--- config.mk ---
export PLATFORM = sky130hd
export DESIGN_NAME = key_event_decoder
export DESIGN_NICKNAME = d
export VERILOG_FILES = /design/src/rtl/key_event_decoder.sv
export SDC_FILE = /design/constraint.sdc
export NUM_CORES = 1
export LEC_CHECK = 0
export CORE_UTILIZATION = 45
export CTS_CLUSTER_SIZE = 14
export DETAILED_ROUTE_END_ITERATION = 10
export GPL_ROUTABILITY_DRIVEN = 0
export PLACE_DENSITY_LB_ADDON = 0.1
export SETUP_SLACK_MARGIN = 0.4
export SLEW_MARGIN = 20
export SYNTH_ARGS = -nofsm -noshare
export SYNTH_HDL_FRONTEND = slang
export SYNTH_SLANG_ARGS = --single-unit
--- constraint.sdc ---
create_clock -name clk -period 5.9 [get_ports clk]
set_input_delay 0.59 -clock clk [delete_from_list [all_inputs] [get_ports clk]]
set_output_delay 0.59 -clock clk [all_outputs]
set_load 0.03 [all_outputs]
--- src/rtl/key_event_decoder.sv ---
// Keypad event decoder: debounces the scanner's 12-bit key vector, turns each new
// single-key press into a 4-bit code and queues it for a valid/ready consumer.
module key_event_decoder #(
  parameter int DEBOUNCE_CYCLES = 16,
  parameter int FIFO_DEPTH      = 4
) (
  input  logic                        clk,
  input  logic                        reset,
  input  logic [11:0]                 key,
  output logic                        code_valid,
  input  logic                        code_ready,
  output logic [3:0]                  code,
  output logic [$clog2(FIFO_DEPTH):0] fifo_count,
  output logic                        multi_key,
  output logic                        overflow
);

  localparam int CNT_W = $clog2(DEBOUNCE_CYCLES);
  localparam int PTR_W = $clog2(FIFO_DEPTH);
  localparam logic [CNT_W-1:0] CNT_MAX  = CNT_W'(DEBOUNCE_CYCLES - 1);
  localparam logic [PTR_W:0]   FULL_CNT = (PTR_W + 1)'(FIFO_DEPTH);

  function automatic logic [3:0] popcount12(input logic [11:0] v);
    logic [3:0] n;
    n = '0;
    for (int i = 0; i < 12; i++) n = n + {3'b000, v[i]};
    return n;
  endfunction

  // Keypad layout: bits 0..8 are digits 1..9, then '*', '0', '#'.
  function automatic logic [3:0] encode_key(input logic [11:0] v);
    logic [3:0] c;
    c = 4'h0;
    for (int i = 0; i < 9; i++) if (v[i]) c = 4'(i + 1);
    if (v[9])  c = 4'hA;
    if (v[10]) c = 4'h0;
    if (v[11]) c = 4'hB;
    return c;
  endfunction

  logic [11:0]      key_q;
  logic [CNT_W-1:0] cnt;
  logic [11:0]      stable;
  logic             commit;
  logic             press;
  logic             push;
  logic             pop;
  logic             drop;
  logic [3:0]       mem [FIFO_DEPTH];
  logic [PTR_W-1:0] wr_ptr;
  logic [PTR_W-1:0] rd_ptr;
  logic [PTR_W:0]   count;

  // Sample stage: restart the count on any change of the raw vector.
  always_ff @(posedge clk) begin
    if (reset) begin
      key_q <= '0;
      cnt   <= '0;
    end else if (key != key_q) begin
      key_q <= key;
      cnt   <= '0;
    end else if (cnt != CNT_MAX) begin
      cnt <= cnt + CNT_W'(1);
    end
  end

  // Commit stage: only a newly set lone key counts; chord shrinkage does not.
  assign commit = (key == key_q) && (cnt == CNT_MAX) && (key_q != stable);
  assign press  = commit && (popcount12(key_q) == 4'd1) && ((key_q & ~stable) != 12'h000);

  always_ff @(posedge clk) begin
    if (reset) begin
      stable    <= '0;
      multi_key <= 1'b0;
    end else if (commit) begin
      stable    <= key_q;
      multi_key <= (popcount12(key_q) >= 4'd2);
    end
  end

  // Code FIFO: a pop frees a slot in the same cycle, so a full FIFO can still accept.
  assign code_valid = (count != '0);
  assign pop        = code_valid && code_ready;
  assign push       = press && ((count != FULL_CNT) || pop);
  assign drop       = press && (count == FULL_CNT) && !pop;

  always_ff @(posedge clk) begin
    if (push) mem[wr_ptr] <= encode_key(key_q);
  end

  always_ff @(posedge clk) begin
    if (reset) begin
      wr_ptr   <= '0;
      rd_ptr   <= '0;
      count    <= '0;
      overflow <= 1'b0;
    end else begin
      if (push) wr_ptr <= wr_ptr + PTR_W'(1);
      if (pop)  rd_ptr <= rd_ptr + PTR_W'(1);
      if (push && !pop)      count <= count + (PTR_W + 1)'(1);
      else if (pop && !push) count <= count - (PTR_W + 1)'(1);
      if (drop) overflow <= 1'b1;
    end
  end

  assign code       = code_valid ? mem[rd_ptr] : 4'h0;
  assign fifo_count = count;

endmodule

==> results of run 1 <==
## sequential cells by signal, summed over array words and instances, names as in the netlist, named ones only
name	count
cnt	4
fifo_count	3
key_q	12
mem	16
multi_key	1
overflow	1
rd_ptr	2
stable	12
wr_ptr	2
## layout make-up
class / instances / share of cell area
Tap cell: 75 / 0.0288
Inverter: 31 / 0.0357
Clock inverter: 3 / 0.0134
Sequential cell: 55 / 0.389
Clock buffer: 5 / 0.0211
Multi-Input combinational cell: 169 / 0.433
Timing Repair Buffer: 26 / 0.0783
## metal layers
metal	vias up	track usage	part of all wire
met5	-	0	0
met4	0	0.0679	0.022
met3	9	0.0404	0.033
met2	44	0.320	0.49
met1	892	0.211	0.45
li1	944	-	-
## report_power, final
part,internal (mW),switching (mW)
logic,0.0534,0.0594
clock network,0.127,0.126
registers,0.395,0.00987
## cells by family after synthesis
kind of cell	Yosys count	share of synthesized area
simple gates	84	0.159
flops	55	0.446
buf+inv	39	0.0571
fa+ha+maj	31	0.158
mux	19	0.0849
compound gates	18	0.0420
xor+xnor	17	0.0526
## how the worst max path moves through the flow
stage / startpoint / endpoint
2_1_floorplan: key_q[3]$_SDFFE_PP0P_ / fifo_count[2]$_SDFFE_PP0P_
3_3_place_gp: key_q[3]$_SDFFE_PP0P_ / fifo_count[2]$_SDFFE_PP0P_
3_5_place_dp: key_q[5]$_SDFFE_PP0P_ / fifo_count[2]$_SDFFE_PP0P_
4_1_cts: key_q[5]$_SDFFE_PP0P_ / fifo_count[2]$_SDFFE_PP0P_
5_1_grt: key_q[1]$_SDFFE_PP0P_ / fifo_count[2]$_SDFFE_PP0P_
6_report: key_q[5]$_SDFFE_PP0P_ / fifo_count[2]$_SDFFE_PP0P_
## timing repair
item	in CTS	in global routing
endpoints found under the hold margin	0	0
setup endpoints to repair	0	1
resized for setup	0	6
## tightest hold or removal path, stage by stage (launching register included)
cell,delay (ns)
dfxtp_1,0.34
a31oi_1,0.04
nor2_1,0.08
## placed cells by master (no fill, tap or decap), types with 2 or more instances in the layout
master / n
clkbuf_8: 5
nor2b_1: 13
nor2_1: 29
o31ai_1: 3
dfxtp_1: 33
a31oi_1: 2
edfxtp_1: 16
nand4_1: 8
and3_1: 2
a21oi_1: 4
xnor2_1: 13
mux4_2: 4
and2_1: 8
inv_1: 31
nand3_1: 4
fa_1: 8
xor2_1: 4
nand2_1: 3
dfxtp_2: 6
o21ai_0: 4
buf_4: 2
mux2i_1: 15
nor4_1: 4
clkdlybuf4s50_1: 24
or3_1: 2
ha_1: 23
nor3_1: 4
## Yosys cell counts, types with 5 or more instances
cell	n	area share
xnor2_1	13	0.040
fa_1	8	0.057
nor2b_1	13	0.029
mux2i_1	15	0.053
nand4_1	8	0.018
edfxtp_1	16	0.17
dfxtp_1	39	0.28
and2_1	8	0.018
nor2_1	29	0.038
inv_1	31	0.041
ha_1	23	0.10
clkbuf_1	5	0.0066
nor4_1	5	0.011
## through the flow
step	setup WS (ns)	cell area, sq um
2_1_floorplan	0.888	2830
3_3_place_gp	0.738	3140
3_5_place_dp	0.589	3140
4_1_cts	0.560	3250
5_1_grt	0.454	3260
6_report	0.695	3260
==> impl_metrics.tcl, run 1 <==
set metrics [dict create \
    rsz0062_at_grt "false" \
    status "finished, final reports clean" \
    reg2regPathDepth 19 \
    r2r_slack_ns 0.70 \
    syn2layout_area_growth_pct 15.2 \
    worstPathArrival_ns 5.45 \
    drcViolationCount 0 \
    rows 28 \
    start_kind "flop" \
    grt_pass1_vias 1850 \
    io_pins 25 \
    routedWlPerCell_um 14.3 \
    vias 1889 \
    holdPathStages 2 \
    cellPowerDensity_nw_per_um2 236 \
    drv_slew 0 \
    cp_top_family "adder cells" \
    worstMarginPinSlew_ns 0.837 \
    period_share 0.882 \
    clk_transition_reported_paths_ns 0.10 \
    synth_flop_cell "dfxtp_1" \
    io_buffers 24 \
    p_leak_nw 1.21 \
    cts_hold_buf 0 \
    cap_violations 0 \
    required_ns 6.15 \
    utilization 0.544 \
    synth.avg_cell_area_sq_um 10.8 \
    synth-edff-count 16 \
    worstSkewPairLatency_ns 0.31 \
    fin_tns_setup_ns 0 \
    setup_viol 0 \
    fin_cells 364 \
    grt_usage 0.181 \
    endpoint_kind "flop" \
    final_antenna_net_count 0 \
    cpMostUsedCell "fa_1" \
    final-seq-area_sq_um 1270 \
    ys_seq_area_frac 0.446 \
    netlist_instances 263 \
    min_from "overflow$_SDFFE_PP0P_" \
    ys_seq_elements 55 \
    cp_slowest_cell "fa_1" \
    dieArea_sq_um 6610 \
    ir_worst_vdd_mv 0.148 \
    die_w_um 81.3 \
    cts_buffers 5 \
    crit_path_max_fanout 7 \
    cts_max_level 2 \
    synth_fp_nets 309 \
    finalPower_mw 0.770 \
    finalWirelength_mm 5.21 \
    antenna_cells 0 \
    initial_core_util 0.472 \
    cts.sinks 55 \
    path_depth 19 \
    hold_path.class "reg2reg" \
    hpwl_mm 3.94 \
    cp.buffers_inverters 4 \
    holdPathEnd "overflow$_SDFFE_PP0P_" \
    synth.distinct_cells 37 \
    grt_max_degree 37 \
    tritoncts "built" \
    drive_gt1_frac 0.0830 \
    clock_path_buffers 2 \
    n_fill_cell 529 \
    cts-root-buf "clkbuf_8" \
    min_period_ns 5.20 \
    syn-cell-area_sq_um 2830 \
    antenna_found_initial 0 \
    final_nets 334 \
    hold_ws_ns 0.488 \
    critical_path_class "reg2reg" \
    hold_violations 0 \
    initialDrtViolationCount 55 \
    first_pass_iters 4 \
    post_cts_buffers 0 \
    synthArstFlopShare 0 \
    slew_headroom 0.438 \
    grt_pass1_wl_mm 8.83 \
    placed_cells 356 \
    avgViaCountPerCell 5.19 \
    max_freq_mhz 192 \
    overflow 0 \
    die_y_um 81.3 \
    crit_chain "fa_1, fa_1, inv_1, fa_1, fa_1, inv_1, ha_1, inv_1, fa_1, a211oi_1, mux2i_1, and4bb_2, and3_1, ha_1, inv_1, fa_1, xor2_1, or3_1, a21oi_1" \
    max_stage_delay_ns 0.51 \
    placeableCoreArea_sq_um 5990 \
    reg2reg_to "fifo_count[2]$_SDFFE_PP0P_" \
    ys_warn_count 0 \
    r2r-start "key_q[5]$_SDFFE_PP0P_" \
    skew_ns 0.00619 \
    multi_input_area_sq_um 1410 \
]
Power figures use the tool's default switching activity.
==> run 2, diff against run 1 <==
- clock period: 5.9 -> 5.75 ns (I/O delays scaled with it)
==> run 2 against run 1 <==
Compared with the run above: first-iteration DRC count increased by 1.8%; hold slack improved by 0.0031 ns; clock power increased by 5%; sequential share of layout area decreased by 0.17 points; critical path depth unchanged; setup slack got worse by 0.075 ns.
==> impl_metrics.tcl, run 2 (synthesis results as in run 1) <==
set metrics [dict create \
    grt_max_degree 37 \
    hold_violations 0 \
    slew_headroom 0.439 \
    die_w_um 81.3 \
    design_area_sq_um 3290 \
    status "finished, final reports clean" \
    first_pass_iters 4 \
    worstPathArrival_ns 5.38 \
    io_pins 25 \
    utilization 0.550 \
    max_freq_mhz 195 \
    routedWlPerCell_um 14.1 \
    period_share 0.892 \
    ir_worst_vdd_mv 0.138 \
    initialDrtViolationCount 56 \
    grt_pass1_wl_mm 8.70 \
    vias 1864 \
    cts.sinks 55 \
    drive_gt1_frac 0.0962 \
    drv_slew 0 \
    final-seq-area_sq_um 1280 \
    syn2layout_area_growth_pct 16.4 \
    hold_path.class "reg2reg" \
    cp.buffers_inverters 4 \
    fin_tns_setup_ns 0 \
    cts_hold_buf 0 \
    placed_cell_area_sq_um 3140 \
    max_stage_delay_ns 0.51 \
    initial_core_util 0.472 \
    cap_violations 0 \
    required_ns 6.00 \
    antenna_found_initial 0 \
    placeableCoreArea_sq_um 5990 \
    final_antenna_net_count 0 \
    layout_common_cells "33 x dfxtp_1, 31 x inv_1, 29 x nor2_1" \
    cp_top_family "adder cells" \
    grt_pass1_vias 1821 \
    io_buffers 24 \
    rows 28 \
    fin_cells 366 \
    tritoncts "built" \
    setup_viol 0 \
    cts_buffers 5 \
    cp_slowest_cell "fa_1" \
    crit_chain "fa_1, fa_1, inv_1, fa_1, fa_1, inv_1, ha_1, inv_1, fa_1, a211oi_1, mux2i_1, and4bb_2, and3_4, ha_2, inv_1, fa_1, xor2_1, or3_1, a21oi_1" \
    n_fill_cell 536 \
    hold_ws_ns 0.491 \
    critical_path_class "reg2reg" \
    largest_reg_flops 16 \
    finalPower_mw 0.801 \
    rsz0062_at_grt "false" \
    r2r_slack_ns 0.62 \
    skew_ns 0.00631 \
    start_kind "flop" \
    crit_path_max_fanout 6 \
    worstMarginPinSlew_ns 0.834 \
    overflow 0 \
    final_nets 336 \
    worstSkewPairLatency_ns 0.31 \
    avgViaCountPerCell 5.09 \
    p_leak_nw 1.22 \
    die_y_um 81.3 \
    worst_slack_ns 0.620 \
    placed_cells 356 \
    final_common_cell "dfxtp_1" \
    multi_input_area_sq_um 1420 \
    hpwl_mm 3.91 \
    min_period_ns 5.13 \
    cts_max_level 2 \
    clk_transition_reported_paths_ns 0.10 \
    drcViolationCount 0 \
    dieArea_sq_um 6610 \
    grt_usage 0.178 \
    finalWirelength_mm 5.16 \
    cellPowerDensity_nw_per_um2 243 \
    clock_path_buffers 2 \
    antenna_cells 0 \
    regMostFlops "mem" \
    cpMostUsedCell "fa_1" \
    dpl_worst_slack_ns 0.447 \
    endpoint_kind "flop" \
    cts-root-buf "clkbuf_8" \
    reg_top3 "mem: 16 flops, key_q: 12 flops, stable: 12 flops" \
]
## run 2: changes by cell type in the layout (fill, tap and decap cells not counted), sizes merged
| cell | change |
|---|---|
| inv | +1 |
| clkinv | -1 |
| buf | +2 |
## run 2: worst paths after layout
kind,startpoint,to,cells after the start
worst min register to register,overflow$_SDFFE_PP0P_,overflow$_SDFFE_PP0P_,2
worst min-delay path,overflow$_SDFFE_PP0P_,overflow$_SDFFE_PP0P_,2
worst max-delay path,key_q[1]$_SDFFE_PP0P_,fifo_count[2]$_SDFFE_PP0P_,19
worst max register to register,key_q[1]$_SDFFE_PP0P_,fifo_count[2]$_SDFFE_PP0P_,19
## run 2: layer usage
| metal | GRT usage | wire [um] |
|---|---|---|
| met4 | 0.0589 | 68 |
| met1 | 0.212 | 2360 |
| met2 | 0.318 | 2620 |
| met5 | 0 | 0 |
| met3 | 0.0337 | 111 |
## run 2: final cells by class
class / count / share of cell area
well taps: 75 / 0.0285
flip-flops and latches: 55 / 0.388
clock buffers: 5 / 0.0209
repair buffers: 28 / 0.0821
clock inverters: 3 / 0.0144
multi-input cells: 169 / 0.431
inverters: 31 / 0.0353
## run 2: timing repair
action	in CTS	in global routing
resized for setup	0	12
setup endpoints to repair	0	1
buffers inserted	0	2
hold endpoints to repair	0	0
## run 2: worst register-to-register path: stages (launching register included)
cell      delay [ns]
dfxtp_4         0.38
fa_1            0.50
fa_1            0.51
inv_1           0.05
fa_1            0.50
fa_1            0.42
inv_1           0.07
ha_1            0.16
inv_1           0.06
fa_1            0.38
a211oi_1        0.17
mux2i_1         0.12
and4bb_2        0.36
and3_4          0.20
ha_2            0.18
inv_1           0.05
fa_1            0.37
xor2_1          0.16
or3_1           0.30
a21oi_1         0.14
## run 2: where the power goes
| part | leakage, nW | internal (mW) | switching, mW |
|---|---|---|---|
| Clock | 0.0587 | 0.132 | 0.133 |
| Combinational | 0.691 | 0.0596 | 0.0625 |
| Sequential | 0.469 | 0.404 | 0.0101 |
